<file path="config.mk">
export PLATFORM = sky130hd
export DESIGN_NAME = param_sync_fifo
export DESIGN_NICKNAME = d
export VERILOG_FILES = /design/src/rtl/param_sync_fifo.sv
export SDC_FILE = /design/constraint.sdc
export NUM_CORES = 1
export LEC_CHECK = 0
export BUFFER_PORTS_ARGS = -buffer_cell sky130_fd_sc_hd__clkbuf_2
export CAP_MARGIN = 20
export CORE_MARGIN = 8
export CORE_UTILIZATION = 45
export CTS_CLUSTER_SIZE = 40
export DETAILED_ROUTE_END_ITERATION = 8
export HOLD_SLACK_MARGIN = 0.02
export SLEW_MARGIN = 10
export SYNTH_ARGS = -nofsm -noshare
export SYNTH_HDL_FRONTEND = slang
export SYNTH_SLANG_ARGS = --single-unit
</file>
<file path="constraint.sdc">
create_clock -name clk -period 3.69 [get_ports clk]
set_clock_uncertainty 0.05 [all_clocks]
set_input_delay 0.369 -clock clk [delete_from_list [all_inputs] [get_ports clk]]
set_output_delay 0.369 -clock clk [all_outputs]
set_load 0.05 [all_outputs]
</file>
<file path="src/rtl/param_sync_fifo.sv">
// Single-clock parametrised FIFO with registered or first-word-fall-through
// read, occupancy count, almost-full/almost-empty thresholds, sticky
// overflow/underflow flags and a synchronous flush.
//
// Handshake: wr_en is a write request that is accepted when the FIFO is not
// full, or when it is full and a read is accepted in the same cycle. rd_en is
// a read request that is accepted when the FIFO is not empty. With FWFT=0
// the popped word appears on rd_data one cycle later, qualified by a one-cycle
// rd_valid pulse. With FWFT=1 rd_data always shows the head word while
// rd_valid is high, and rd_en pops that word. A rejected request sets the
// matching sticky error flag and changes nothing else.
module param_sync_fifo #(
  parameter int DATA_W   = 16,
  parameter int DEPTH    = 4,
  parameter int FWFT     = 0,
  parameter int AF_LEVEL = DEPTH - 1,
  parameter int AE_LEVEL = 1,
  localparam int PTR_W   = $clog2(DEPTH),
  localparam int CNT_W   = $clog2(DEPTH + 1)
) (
  input  logic              clk,
  input  logic              reset,
  input  logic              clr,
  input  logic              wr_en,
  input  logic [DATA_W-1:0] wr_data,
  input  logic              rd_en,
  output logic [DATA_W-1:0] rd_data,
  output logic              rd_valid,
  output logic              full,
  output logic              empty,
  output logic              almost_full,
  output logic              almost_empty,
  output logic [CNT_W-1:0]  count,
  output logic              overflow,
  output logic              underflow
);

  logic [DATA_W-1:0] mem [DEPTH];
  logic [PTR_W-1:0]  wr_ptr;
  logic [PTR_W-1:0]  rd_ptr;
  logic [CNT_W-1:0]  count_q;
  logic              overflow_q;
  logic              underflow_q;
  logic              rd_acc;
  logic              wr_acc;

  // Pointer increment with explicit wrap so non-power-of-2 depths never
  // produce an index >= DEPTH.
  function automatic logic [PTR_W-1:0] ptr_next(input logic [PTR_W-1:0] p);
    return (p == PTR_W'(DEPTH - 1)) ? '0 : p + 1'b1;
  endfunction

  // Status flags are decoded from the registered count only.
  assign empty        = (count_q == '0);
  assign full         = (count_q == CNT_W'(DEPTH));
  assign almost_full  = (count_q >= CNT_W'(AF_LEVEL));
  assign almost_empty = (count_q <= CNT_W'(AE_LEVEL));
  assign count        = count_q;
  assign overflow     = overflow_q;
  assign underflow    = underflow_q;

  // Accept decisions on pre-edge state; a full FIFO can write when it also reads.
  assign rd_acc = rd_en & ~empty;
  assign wr_acc = wr_en & (~full | rd_acc);

  // Pointers, occupancy and sticky error flags.
  always_ff @(posedge clk or posedge reset) begin
    if (reset) begin
      wr_ptr      <= '0;
      rd_ptr      <= '0;
      count_q     <= '0;
      overflow_q  <= 1'b0;
      underflow_q <= 1'b0;
    end else if (clr) begin
      wr_ptr      <= '0;
      rd_ptr      <= '0;
      count_q     <= '0;
      overflow_q  <= 1'b0;
      underflow_q <= 1'b0;
    end else begin
      if (wr_acc) wr_ptr <= ptr_next(wr_ptr);
      if (rd_acc) rd_ptr <= ptr_next(rd_ptr);
      count_q <= count_q + CNT_W'(wr_acc) - CNT_W'(rd_acc);
      if (wr_en & ~wr_acc) overflow_q  <= 1'b1;
      if (rd_en & ~rd_acc) underflow_q <= 1'b1;
    end
  end

  // Storage array; not reset, and a write is suppressed while reset or clr is high.
  always_ff @(posedge clk) begin
    if (wr_acc && !clr && !reset) mem[wr_ptr] <= wr_data;
  end

  generate
    if (FWFT != 0) begin : g_fwft
      // Head word is presented combinationally; valid whenever data is held.
      assign rd_data  = mem[rd_ptr];
      assign rd_valid = ~empty;
    end else begin : g_reg
      logic [DATA_W-1:0] rd_data_q;
      logic              rd_valid_q;

      // Registered read: data lands one cycle after an accepted read and holds otherwise.
      always_ff @(posedge clk or posedge reset) begin
        if (reset) begin
          rd_data_q  <= '0;
          rd_valid_q <= 1'b0;
        end else if (clr) begin
          rd_valid_q <= 1'b0;
        end else begin
          rd_valid_q <= rd_acc;
          if (rd_acc) rd_data_q <= mem[rd_ptr];
        end
      end

      assign rd_data  = rd_data_q;
      assign rd_valid = rd_valid_q;
    end
  endgenerate

endmodule
</file>
# Word-level counts from Yosys, hierarchy flattened
# Memory sizes are Yosys's and may differ from the RTL's. A register that Yosys moved wholly into a read port is not among the register bits.
# Index checks and enable logic that the tools add are counted.
# Widths: inputs -> output; s select.
[totals] ram_bits=64 register_bits=10 out_inout_bits=26 n_memories=1
[op_classes] n_reduce_logical=10 eq_ne=3 mux=14 n_addsub=4 bitwise=10 order_cmp=2
[memory_table] memory="mem" words=4 word_bits=16 rd=1 rd_ports_with_merged_regs=1 wr=1 line="38" rtl="logic [DATA_W-1:0] mem [DEPTH];"
[ops] op="$mux 2" count=6
[ops] op="$reduce_bool 2->1" count=4
[ops] op="$mux 1" count=7
[ops] op="$not 1->1" count=5
[ops] op="$add 2x1->2 const B" count=2
[ops] op="$and 1x1->1" count=4
[ops] op="$eq 2x2->1 const B" count=2
[ops] op="$add 3x1->3" count=1
[ops] op="$eq 3x3->1 const B" count=1
[ops] op="$ge 3x2->1 const B" count=1
[ops] op="$le 3x1->1 const B" count=1
[ops] op="$logic_not 3->1" count=1
[ops] op="$mux 3" count=1
[ops] op="$sub 3x1->3" count=1
[ops] op="$logic_and 1x1->1" count=2
[ops] op="$logic_not 1->1" count=2
[ops] op="$reduce_and 2->1" count=1
[ops] op="$or 1x1->1" count=1

# Depth between registers and ports, before layout
# Gate-level depths: netlist (run 1).
[logic_depth] word_depth=9 ltp_mapped=11 mapped_depth_nobuf=10

# Least setup slack after synthesis (run 1)
# OpenSTA, ideal clock, no wires.
[synth_path] path_type="register to register" start="reg count_q[1], in the netlist count[1]" end="reg count_q[2], in the netlist count[2]" synth_period_minus_slack_ns=2.916 setup_time_ns=0.134 path_slack_ns=0.774 t_required_ns=3.506 stages_incl_launch_ff=10 arrival_time_ns=2.732 cell_sequence="dfrtp_1 nor3_2 nor2_1 ha_1 inv_1 ha_1 inv_1 fa_1 xnor2_1 nor2_1"
[synth_via] elab_chain_len=8
[synth_rtl] item="start, declared" line="41" rtl="logic [CNT_W-1:0] count_q;"
[synth_rtl] item="start signal, assigned" line="83" rtl="count_q <= count_q + CNT_W'(wr_acc) - CNT_W'(rd_acc);"
[synth_rtl] item="$logic_not 3->1 (*)" line="54" rtl="assign empty = (count_q == '0);"
[synth_rtl] item="named net empty" line="30" rtl="output logic empty,"
[synth_rtl] item="$not 1->1 (*)" line="63" rtl="assign rd_acc = rd_en & ~empty;"
[synth_rtl] item="$and 1x1->1 (*)" line="63"
[synth_rtl] item="$or 1x1->1" line="64" rtl="assign wr_acc = wr_en & (~full | rd_acc);"
[synth_rtl] item="$and 1x1->1" line="64"
[synth_rtl] item="$add 3x1->3" line="83"
[synth_rtl] item="$sub 3x1->3 (*)" line="83"
[synth_rtl] item="$mux 3 (*)" line="74" rtl="end else if (clr) begin"
# Mark *: on every way through the listed nets, which the timed path passes. The rest lies on a longest branch.
# A chain may end at the register's enable or synchronous reset.

# Worst setup path in the final report (run 1)
[layout_path] start="reg count_q[1], in the netlist count[1]" end="reg count_q[2], in the netlist count[2]"
[layout_via] elab_chain_len=8
[layout_rtl] item="$logic_not 3->1" line="54"
[layout_rtl] item="$not 1->1" line="63"
[layout_rtl] item="$and 1x1->1" line="63"
[layout_rtl] item="$or 1x1->1" line="64"
[layout_rtl] item="$and 1x1->1" line="64"
[layout_rtl] item="$add 3x1->3" line="83"
[layout_rtl] item="$sub 3x1->3 (*)" line="83"
[layout_rtl] item="$mux 3 (*)" line="74"
# Every way passes the cells marked *; elsewhere a longest branch is shown, timed or not.

==> results of run 1 <==
## kinds of logic (layout without fill, tap and decap cells)
logic type,Yosys count,in the layout,share of synthesized area (%)
xor gates and xnor gates,2,2,0.491
adders and majority gates,10,10,3.71
DFF,90,90,72.0
and+or+nand+nor,23,23,4.10
muxes,32,32,15.1
AOI/OAI and AO/OA,9,9,1.96
buffers and inverters,16,73,2.56
## cell usage after synthesis (all sizes together), types with 3 or more instances
library cell	n
and3	4
buf	6
dfrtp	26
edfxtp	64
ha	9
inv	9
mux2	16
mux4	16
nor2	7
nor3	3
## cell type report
| class | count | area [sq um] | share of cell area, % |
|---|---|---|---|
| clock inverters | 7 | 76.3 | 1.87 |
| clock buffers | 9 | 124 | 3.03 |
| well taps | 102 | 128 | 3.12 |
| multi-input cells | 76 | 907 | 22.2 |
| inverters | 9 | 33.8 | 0.827 |
| flip-flops and latches | 90 | 2570 | 63.0 |
| repair buffers | 48 | 245 | 6.00 |
## layer usage
metal | routed length [um] | vias to the layer above | track usage (%)
li1 | - | 808 | -
met1 | 2740 | 902 | 13.8
met2 | 3150 | 36 | 20.2
met3 | 264 | 5 | 4.05
met4 | 56 | 0 | 5.50
met5 | 0 | - | 0
## worst paths after layout
check                           slack (ns)        from         end
worst min-delay path                  0.02       reset    overflow
worst max register to register        1.18    count[1]    count[2]
min in group clk                      0.18  wr_data[1]   mem[1][1]
max in group asynchronous             2.94       reset  rd_data[0]
worst max-delay path                  1.18    count[1]    count[2]
worst min register to register        0.45  rd_data[7]  rd_data[7]
## flip-flops by register name, summed over array words and instances, names as in the netlist
register,flops
mem,64
rd_data,16
count,3
rd_ptr,2
wr_ptr,2
overflow,1
rd_valid,1
underflow,1
## power breakdown
group | internal [uW] | switching (uW) | leakage (uW)
Combinational | 330 | 731 | 0.000544
Clock | 318 | 352 | 0.0000962
Sequential | 1220 | 111 | 0.000901
## through the flow
stage	utilization (%)	area [sq um]	cells	setup slack [ns]	hold slack [ns]
final	52.9	4090	341	1.18	0.0169
after global routing	52.9	4090	341	1.04	0.0577
after CTS	52.9	4090	341	1.17	0.0211
after detailed placement	50.3	3890	325	1.19	0.412
after global placement	50.3	3890	325	1.22	0.403
after floorplan	-	3570	182	0.774	0.359
==> results.md, run 1 <==
* Clock Latency Late Sink at approximately 0.35 ns
* Maxcap violations at 0
* Post-DRT Antenna Nets at 0
* FFs w/ async S/R, synth at between 20% and 30%
* Final WL at 6200 um
* Clock buffer depth at 2
* Ports at 47
* First-pass GRT wire length at roughly 10000 um
* Layout cell share with drive strength beyond 1 at 42.3%
* Core Area at a little under 0.008 sq mm
* DR vias at 1751
* Commonest non-fill, non-tap cell in the layout: edfxtp_1
* Final Net Count at 265
* Die ar. at between 0.01 and 0.015 sq mm
* Final TNS setup at 0 ns
* # rows at 32
* I/O Buffers at 46
* Post_cts resized at 0
* Slowest Stage Delay on Critical Path at between 0.5 and 0.6 ns
* PD cells at 748 mW/mm^2
* CP max FO at 9
* Initial antenna violation count at 0
* Distinct cells, synth at 34
* Drt pass-1 iters at 5
* Syn nets at between 200 and 250
* Critical-path top delay cell: or4b_4
* Finish-stage setup viols at 0
* Unrepaired setup endpoints after global routing: false
* Yosys top cell area share at 53.8%
* Die height at between 100 and 150 um
* Commonest cells after routing, fill and taps aside: 64 x edfxtp_1, 46 x clkbuf_2, 26 x dfrtp_1
* Clock Sinks at 90
* Hold Buf Count CTS at 0
* Endpoint class of the critical path: register
* Fill cells at 650
* DR WL/cell at 18.2 um
* Hold Path Class: in -> async
* Initial Util at 46.2%
* Yosys reg bits at 90
* Area leader, netlist: edfxtp_1
* GR Util All Layers at 12.1%
* Path depth of the worst reg2reg path at 10
* Status: finished clean
* P&R area growth vs syn at 14.4%
* Synth Cell Area at between 0.003 and 0.004 sq mm
* Clock slew seen by the registers of the worst setup and hold paths at approximately 0.09 ns
* DR DRC count at 0
* Worst EP required at between 3 and 4 ns
* TritonCTS clock tree: yes
* Post-Syn Instances at 182
* Vias in the first global route at between 1.5k and 2k
* Routability cong. at 0.767
* Tot Pwr at 3060 uW
* Worst Setup Start Kind: register
* Setup Buffers After CTS at 0
* Hold Fails Final Rpt at 0
* Slew Limit Fails at 0
* Total gr overflow at 0
* Die W at 105 um
* Fin crit share at 68.1%
* Total CTS buffers at 9
* Post-synth top flop: edfxtp_1
* Hpwl dp at just over 4000 um
* Syn Area/Cell at 19.6 sq um
* Iteration-0 DRC Markers at between 60 and 70
* Leakage at 0.00154 uW
* Peak supply drop at 0.000447 V
* Minimum clock period at 2.51 ns
* CP top delay family: simple AND/OR/NAND/NOR gates
* Worst path buffer plus inverter count at 3
* Seq/Total Area, Yosys at 72.0%
* Worst path depth at 10
* Crit path cell chain: or4b_4 > and2_4 > inv_2 > ha_1 > inv_1 > ha_1 > inv_1 > fa_1 > xnor2_1 > nor2_1
* H-tree levels at 3
* Clk root buf: clkbuf_8
* Setup CP Type: reg -> reg
* Achievable Freq at 0.398 GHz
* Top cells by area, synth: edfxtp_1 54%, dfrtp_1 18%, mux4_2 10%
* EDFF count, synth at between 60 and 70
* Measured slew at the worst slew-check pin at 0.966 ns
* CP arrival at 2.68 ns
* Synth Warn # at 0
* Slew HR at 35.4%
* Vias/cell at 5.13
* Ant diodes at 0
* Largest net degree at the start of global routing at 18
(Power assumes the default switching activity.)
==> run 2, diff against run 1 <==
==> constraint.sdc (replaced) <==
create_clock -name clk -period 2.47 [get_ports clk]
set_clock_uncertainty 0.05 [all_clocks]
set_input_delay 0.247 -clock clk [delete_from_list [all_inputs] [get_ports clk]]
set_output_delay 0.247 -clock clk [all_outputs]
set_load 0.05 [all_outputs]
==> run 2 against run 1 <==
Register-to-register slack got worse by 1.1 ns. Sequential cell count did not move. Global-route usage fell by 0.062 points. Power rose by 55%. Clock-buffer cell count rose by 1. Clock power rose by 60%.
==> results.md, run 2 (same netlist as run 1, synthesis figures left out) <==
* Post-DRT Antenna Nets at 0 (unchanged)
* Clock slew seen by the registers of the worst setup and hold paths at 0.09 ns (about the same)
* Setup CP Type: reg -> reg
* Initial antenna violation count at 0 (unchanged)
* PD cells at 1120 mW/mm^2 (+50%)
* Total CTS buffers at 9 (unchanged)
* Hold depth at 1
* Combinational power share at 36.7% (+2.0 points)
* Die W at 105 um (unchanged)
* Worst path buffer plus inverter count at 3 (unchanged)
* Final Net Count at 273 (+3.0%)
* Finish-stage setup viols at 0 (unchanged)
* Die height at 105 um (unchanged)
* Most flops, register: mem
* Hpwl dp at 4160 um (+1.9%)
* Setup Buffers After CTS at 0 (unchanged)
* I/O Buffers at 46 (unchanged)
* Path depth of the worst reg2reg path at 9 (-1)
* Hold slack at 0.0655 ns (+0.0486 ns)
* Status: finished clean
* Clock buffer depth at 2 (unchanged)
* Cell repeated most along the worst path: inv_2
* Fin crit share at 96.6% (+29 points)
* Leakage at 0.00159 uW (+3.3%)
* CP arrival at 2.55 ns (-0.13 ns)
* Clock Latency Late Sink at 0.35 ns (about the same)
* Slowest Stage Delay on Critical Path at 0.54 ns (-0.05 ns)
* Peak supply drop at 0.000826 V (+85%)
* Minimum clock period at 2.39 ns (-0.127 ns)
* CP top delay family: adder cells
* Critical-path top delay cell: or4b_4
* Measured slew at the worst slew-check pin at 0.947 ns (-0.0195 ns)
* Commonest non-fill, non-tap cell in the layout: edfxtp_1
* Cells after DPL at 332 (+2.2%)
* GR Util All Layers at 12.0% (-0.062 points)
* Vias/cell at 5.08 (-1.1%)
* Worst path depth at 9 (-1)
* Post-route cell area at 0.00423 sq mm (+3.6%)
* Clk root buf: clkbuf_8
* Max FFs per register at 64 (unchanged)
* Unrepaired setup endpoints after global routing: false
* DR DRC count at 0 (unchanged)
* Sw power at 1770 uW (+49%)
* Int Power at 2960 uW (+59%)
* Hold Path Class: in -> reg
* Slew Limit Fails at 0 (unchanged)
* Finished Layout Cells at 349 (+2.3%)
* Worst EP required at 2.64 ns (-1.22 ns)
* Slew HR at 36.9% (+1.5 points)
* Post_cts resized at 0 (unchanged)
* Worst Setup Start Kind: register
* Total gr overflow at 0 (unchanged)
* Routability cong. at 0.713 (-7.0%)
* Drt pass-1 iters at 4 (-1)
* # rows at 32 (unchanged)
* First-pass GRT wire length at 10400 um (+2.5%)
* Final core utilization at 54.8% (+1.9 points)
* Core Area at 0.00773 sq mm (unchanged)
* Ant diodes at 0 (unchanged)
* Placed Area at 0.00401 sq mm (+3.1%)
* H-tree levels at 3 (unchanged)
* Net Sw Frac at 37.4% (-1.6 points)
* Largest net degree at the start of global routing at 22 (+4)
* Ports at 47 (unchanged)
* Initial Util at 46.2% (unchanged)
* DR vias at 1772 (+1.2%)
* Iteration-0 DRC Markers at 52 (-24%)
* Hold Fails Final Rpt at 0 (unchanged)
* Clock share of power at 22.6% (+0.7 points)
* CP max FO at 7 (-2)
* Maxcap violations at 0 (unchanged)
* DR WL/cell at 17.8 um (-2.0%)
* Clock Sinks at 90 (unchanged)
* Vias in the first global route at 2050 (+7.5%)
* Achievable Freq at 0.419 GHz (+5.3%)
* Final WL at 6220 um (+0.26%)
* Endpoint class of the critical path: register
* P&R area growth vs syn at 18.6%
* Die ar. at 0.0110 sq mm (unchanged)
* Commonest cells after routing, fill and taps aside: 64 x edfxtp_1, 46 x clkbuf_2, 23 x dfrtp_1
* Register share of total power at 40.8% (-2.6 points)
* TritonCTS clock tree: yes
* Layout cell share with drive strength beyond 1 at 46.6% (+4.3 points)
* Crit path cell chain: or4b_4 > and2_4 > inv_2 > ha_4 > inv_2 > ha_4 > inv_2 > fa_2 > nor2_1
-- run 2: power by group through the flow --
stage | sequential [uW] | clock [uW] | combinational (uW)
floorplan | 2560 | 0 | 762
global placement | 1960 | 0 | 1750
detailed placement | 1970 | 0 | 1770
CTS | 1930 | 1100 | 1780
global route | 1960 | 1160 | 1860
finish | 1930 | 1070 | 1740
-- run 2: worst paths after layout --
kind,from,endpoint,slack [ns]
min in group asynchronous,reset,overflow,0.31
worst max register to register,count[0],count[1],0.08
worst max-delay path,count[0],count[1],0.08
worst min register to register,rd_data[6],rd_data[6],0.44
max in group asynchronous,reset,rd_data[4],1.47
worst min-delay path,wr_data[9],mem[0][9],0.07
-- run 2: layout make-up --
| type | instances | area (sq um) |
|---|---|---|
| well taps | 102 | 128 |
| fillers | 623 | 3490 |
| clock inverters | 6 | 90.1 |
| repair buffers | 56 | 333 |
| inverters | 9 | 33.8 |
| flip-flops and latches | 90 | 2580 |
| clock buffers | 10 | 128 |
| multi-input cells | 76 | 941 |
-- run 2: routing by layer --
| metal | vias to the layer above | share of wire [%] | GRT usage (%) |
|---|---|---|---|
| li1 | 824 | - | - |
| met1 | 901 | 44 | 14.0 |
| met2 | 37 | 50 | 20.1 |
| met5 | - | 0 | 0 |
| met3 | 10 | 4.2 | 3.07 |
| met4 | 0 | 1.8 | 6.42 |
-- run 2: timing repair --
| action | CTS | global route |
|---|---|---|
| endpoints found under the hold margin | 5 | 0 |
| hold buffers | 1 | 0 |
| endpoints found under the setup margin | 0 | 0 |
-- run 2: metrics by stage --
| stage | total power, uW | setup WS [ns] | TNS, ns |
|---|---|---|---|
| floorplan | 3320 | -0.0837 | -0.159 |
| global placement | 3710 | 0.142 | 0 |
| detailed placement | 3740 | 0.104 | 0 |
| CTS | 4810 | 0.0834 | 0 |
| global route | 4980 | 0.0262 | 0 |
| finish | 4740 | 0.0835 | 0 |
==> run 3, diff against run 2 <==
--- a/config.mk
+++ b/config.mk
@@ -11,7 +11,9 @@
 export CORE_UTILIZATION = 45
 export CTS_CLUSTER_SIZE = 40
 export DETAILED_ROUTE_END_ITERATION = 8
+export GPL_TIMING_DRIVEN = 0
 export HOLD_SLACK_MARGIN = 0.02
+export PLACE_DENSITY = 0.68
 export SLEW_MARGIN = 10
 export SYNTH_ARGS = -nofsm -noshare
 export SYNTH_HDL_FRONTEND = slang
==> constraint.sdc (replaced) <==
create_clock -name clk -period 2.2 [get_ports clk]
set_clock_uncertainty 0.05 [all_clocks]
set_input_delay 0.22 -clock clk [delete_from_list [all_inputs] [get_ports clk]]
set_output_delay 0.22 -clock clk [all_outputs]
set_load 0.05 [all_outputs]
==> run 3 against run 2 <==
The flow now finishes with violations (setup timing). Worst setup slack worse by 0.24 ns. Maximum frequency is 1.5% higher. First-iteration DRC count is 40% lower. Global-route usage is 0.17 points higher. Wire length is 2.2% higher. Largest power group unchanged. Highest routed layer unchanged.
==> results.md, run 3 (same netlist as run 1, synthesis figures left out) <==
* Vias/cell at 5.10 (+0.46%)
* Maxcap violations at 0 (unchanged)
* Ant diodes at 0 (unchanged)
* CP max FO at 2 (-5)
* Hold depth at 1 (unchanged)
* Final WL at 6350 um (+2.2%)
* Final WS setup at -0.152 ns (-0.236 ns)
* Worst EP required at 2.37 ns (-0.27 ns)
* RR Endpoint: count[2]
* Layout cell share with drive strength beyond 1 at 46.9% (+0.32 points)
* Commonest cells after routing, fill and taps aside: 64 x edfxtp_1, 46 x clkbuf_2, 23 x dfrtp_1
* Measured slew at the worst slew-check pin at 0.669 ns (-0.277 ns)
* PD cells at 1210 mW/mm^2 (+8.2%)
* Initial Util at 46.2% (unchanged)
* Hold Path Class: in -> reg
* Final core utilization at 55.4% (+0.60 points)
* Leakage at 0.00161 uW (+1.3%)
* Clk root buf: clkbuf_8
* First-pass GRT wire length at 10400 um (-0.20%)
* H-tree levels at 3 (unchanged)
* Path depth of the worst reg2reg path at 10 (+1)
* Die ar. at 0.0110 sq mm (unchanged)
* DR WL/cell at 17.7 um (-0.41%)
* Largest net degree at the start of global routing at 27 (+23%)
* Most flops, register: mem
* Cells after DPL at 330 (-0.60%)
* CP arrival at 2.52 ns (-0.03 ns)
* Finish-stage setup viols at 2 (+2)
* Worst Hold End: mem[3][3]
* Total CTS buffers at 9 (unchanged)
* Finished Layout Cells at 358 (+2.6%)
* Endpoint class of the critical path: register
* Vias in the first global route at 2025 (-1.2%)
* Placed Area at 0.00397 sq mm (-0.87%)
* Setup CP Type: reg -> reg
* Hpwl dp at 4170 um (+0.16%)
* Reg-to-Reg Start: count[0]
* Minimum clock period at 2.35 ns (-0.0341 ns)
* # rows at 32 (unchanged)
* Worst Setup Start Kind: register
* Final Net Count at 282 (+3.3%)
* Iteration-0 DRC Markers at 31 (-40%)
* Tot Pwr at 5180 uW (+9.4%)
* Clock buffer depth at 2 (unchanged)
* Peak supply drop at 0.000587 V (-29%)
* Clock Sinks at 90 (unchanged)
* Total gr overflow at 0 (unchanged)
* Unrepaired setup endpoints after global routing: true
* Fill cells at 637 (+2.2%)
* Routability cong. at 0.695 (-2.6%)
* Commonest non-fill, non-tap cell in the layout: edfxtp_1
* Clock slew seen by the registers of the worst setup and hold paths at 0.09 ns (about the same)
* Hold Startpoint: wr_data[3]
* Clock Latency Late Sink at 0.35 ns (about the same)
* Core Area at 0.00773 sq mm (unchanged)
* Status: finished, violations left
* Hold Fails Final Rpt at 0 (unchanged)
* Drt pass-1 iters at 4 (unchanged)
* Die height at 105 um (unchanged)
* Max FFs per register at 64 (unchanged)
* R2R Setup Slk at -0.15 ns (-0.24 ns)
* Achievable Freq at 0.425 GHz (+1.5%)
* TritonCTS clock tree: yes
* Die W at 105 um (unchanged)
* Slew HR at 55.4% (+18 points)
* DR vias at 1826 (+3.0%)
* Ports at 47 (unchanged)
* Post-route cell area at 0.00428 sq mm (+1.1%)
* GR Util All Layers at 12.2% (+0.17 points)
* P&R area growth vs syn at 19.9%
* I/O Buffers at 46 (unchanged)
* Fin crit share at 107% (+10 points)
* Post-DRT Antenna Nets at 0 (unchanged)
* Initial antenna violation count at 0 (unchanged)
* DP Worst Slack at -0.358 ns (-0.462 ns)
* DR DRC count at 0 (unchanged)
* Slew Limit Fails at 0 (unchanged)
* Failing checks: setup timing
[run 3: changes by cell type in the layout (fill, tap and decap cells not counted), moves of 2 or more]
cell,before,now
buf_4,7,5
buf_12,2,0
buf_6,0,3
and3_1,4,0
and3_2,0,4
bufinv_16,2,0
dlygate4sd3_1,1,7
[run 3: routing by layer]
metal | track usage, % | share of wire, %
met2 | 21.0 | 51
met4 | 4.59 | 1.3
met3 | 4.48 | 5.1
met5 | 0 | 0
met1 | 13.6 | 43
[run 3: how the worst max path moves through the flow]
stage,depth (start not counted),startpoint,to
floorplan,10,count[0],count[1]
global placement,11,count[0],count[2]
detailed placement,10,count[0],count[1]
CTS,9,count[1],count[1]
global route,10,count[0],count[2]
finish,10,count[0],count[2]
[run 3: layout make-up]
class	instances	area, sq um	area share (%)
Sequential cell	90	2580	60.3
Multi-Input combinational cell	76	953	22.3
Timing Repair Buffer	59	365	8.54
Clock buffer	10	128	2.98
Tap cell	102	128	2.98
Buffer	6	46.3	1.08
Clock inverter	6	42.5	0.994
Inverter	9	36.3	0.848
[run 3: per-stage QoR]
stage / hold WS (ns) / setup TNS, ns
6_report: 0.0344 / -0.295
5_1_grt: 0.0204 / -0.450
4_1_cts: 0.0203 / -0.329
3_5_place_dp: 0.390 / -5.14
3_3_place_gp: 0.385 / -4.63
2_1_floorplan: 0.210 / -0.772
[run 3: what timing repair did]
item / in CTS / in global routing
hold endpoints to repair: 0 / 33
setup endpoints to repair: 66 / 2
hold buffers: 0 / 7
buffers inserted: 4 / 1
pin swaps: 3 / 5
cloned: 0 / 0
resized for setup: 5 / 1
[run 3: power by group]
group          internal (uW)  switching, uW  leakage, uW  total (uW)
Clock                    415            565    0.0000896         980
Sequential              2050            128     0.000896        2180
Combinational            677           1340     0.000628        2020
Total                   3150           2040      0.00161        5180
[run 3: worst max-delay path: stages (launching register included)]
cell and delay [ns]:
dfrtp_4 0.49, or4b_4 0.52, and2_4 0.17, inv_4 0.05, ha_4 0.19, inv_2 0.06
ha_4 0.11, inv_2 0.03, fa_2 0.34, xnor2_2 0.15, nor2_1 0.05
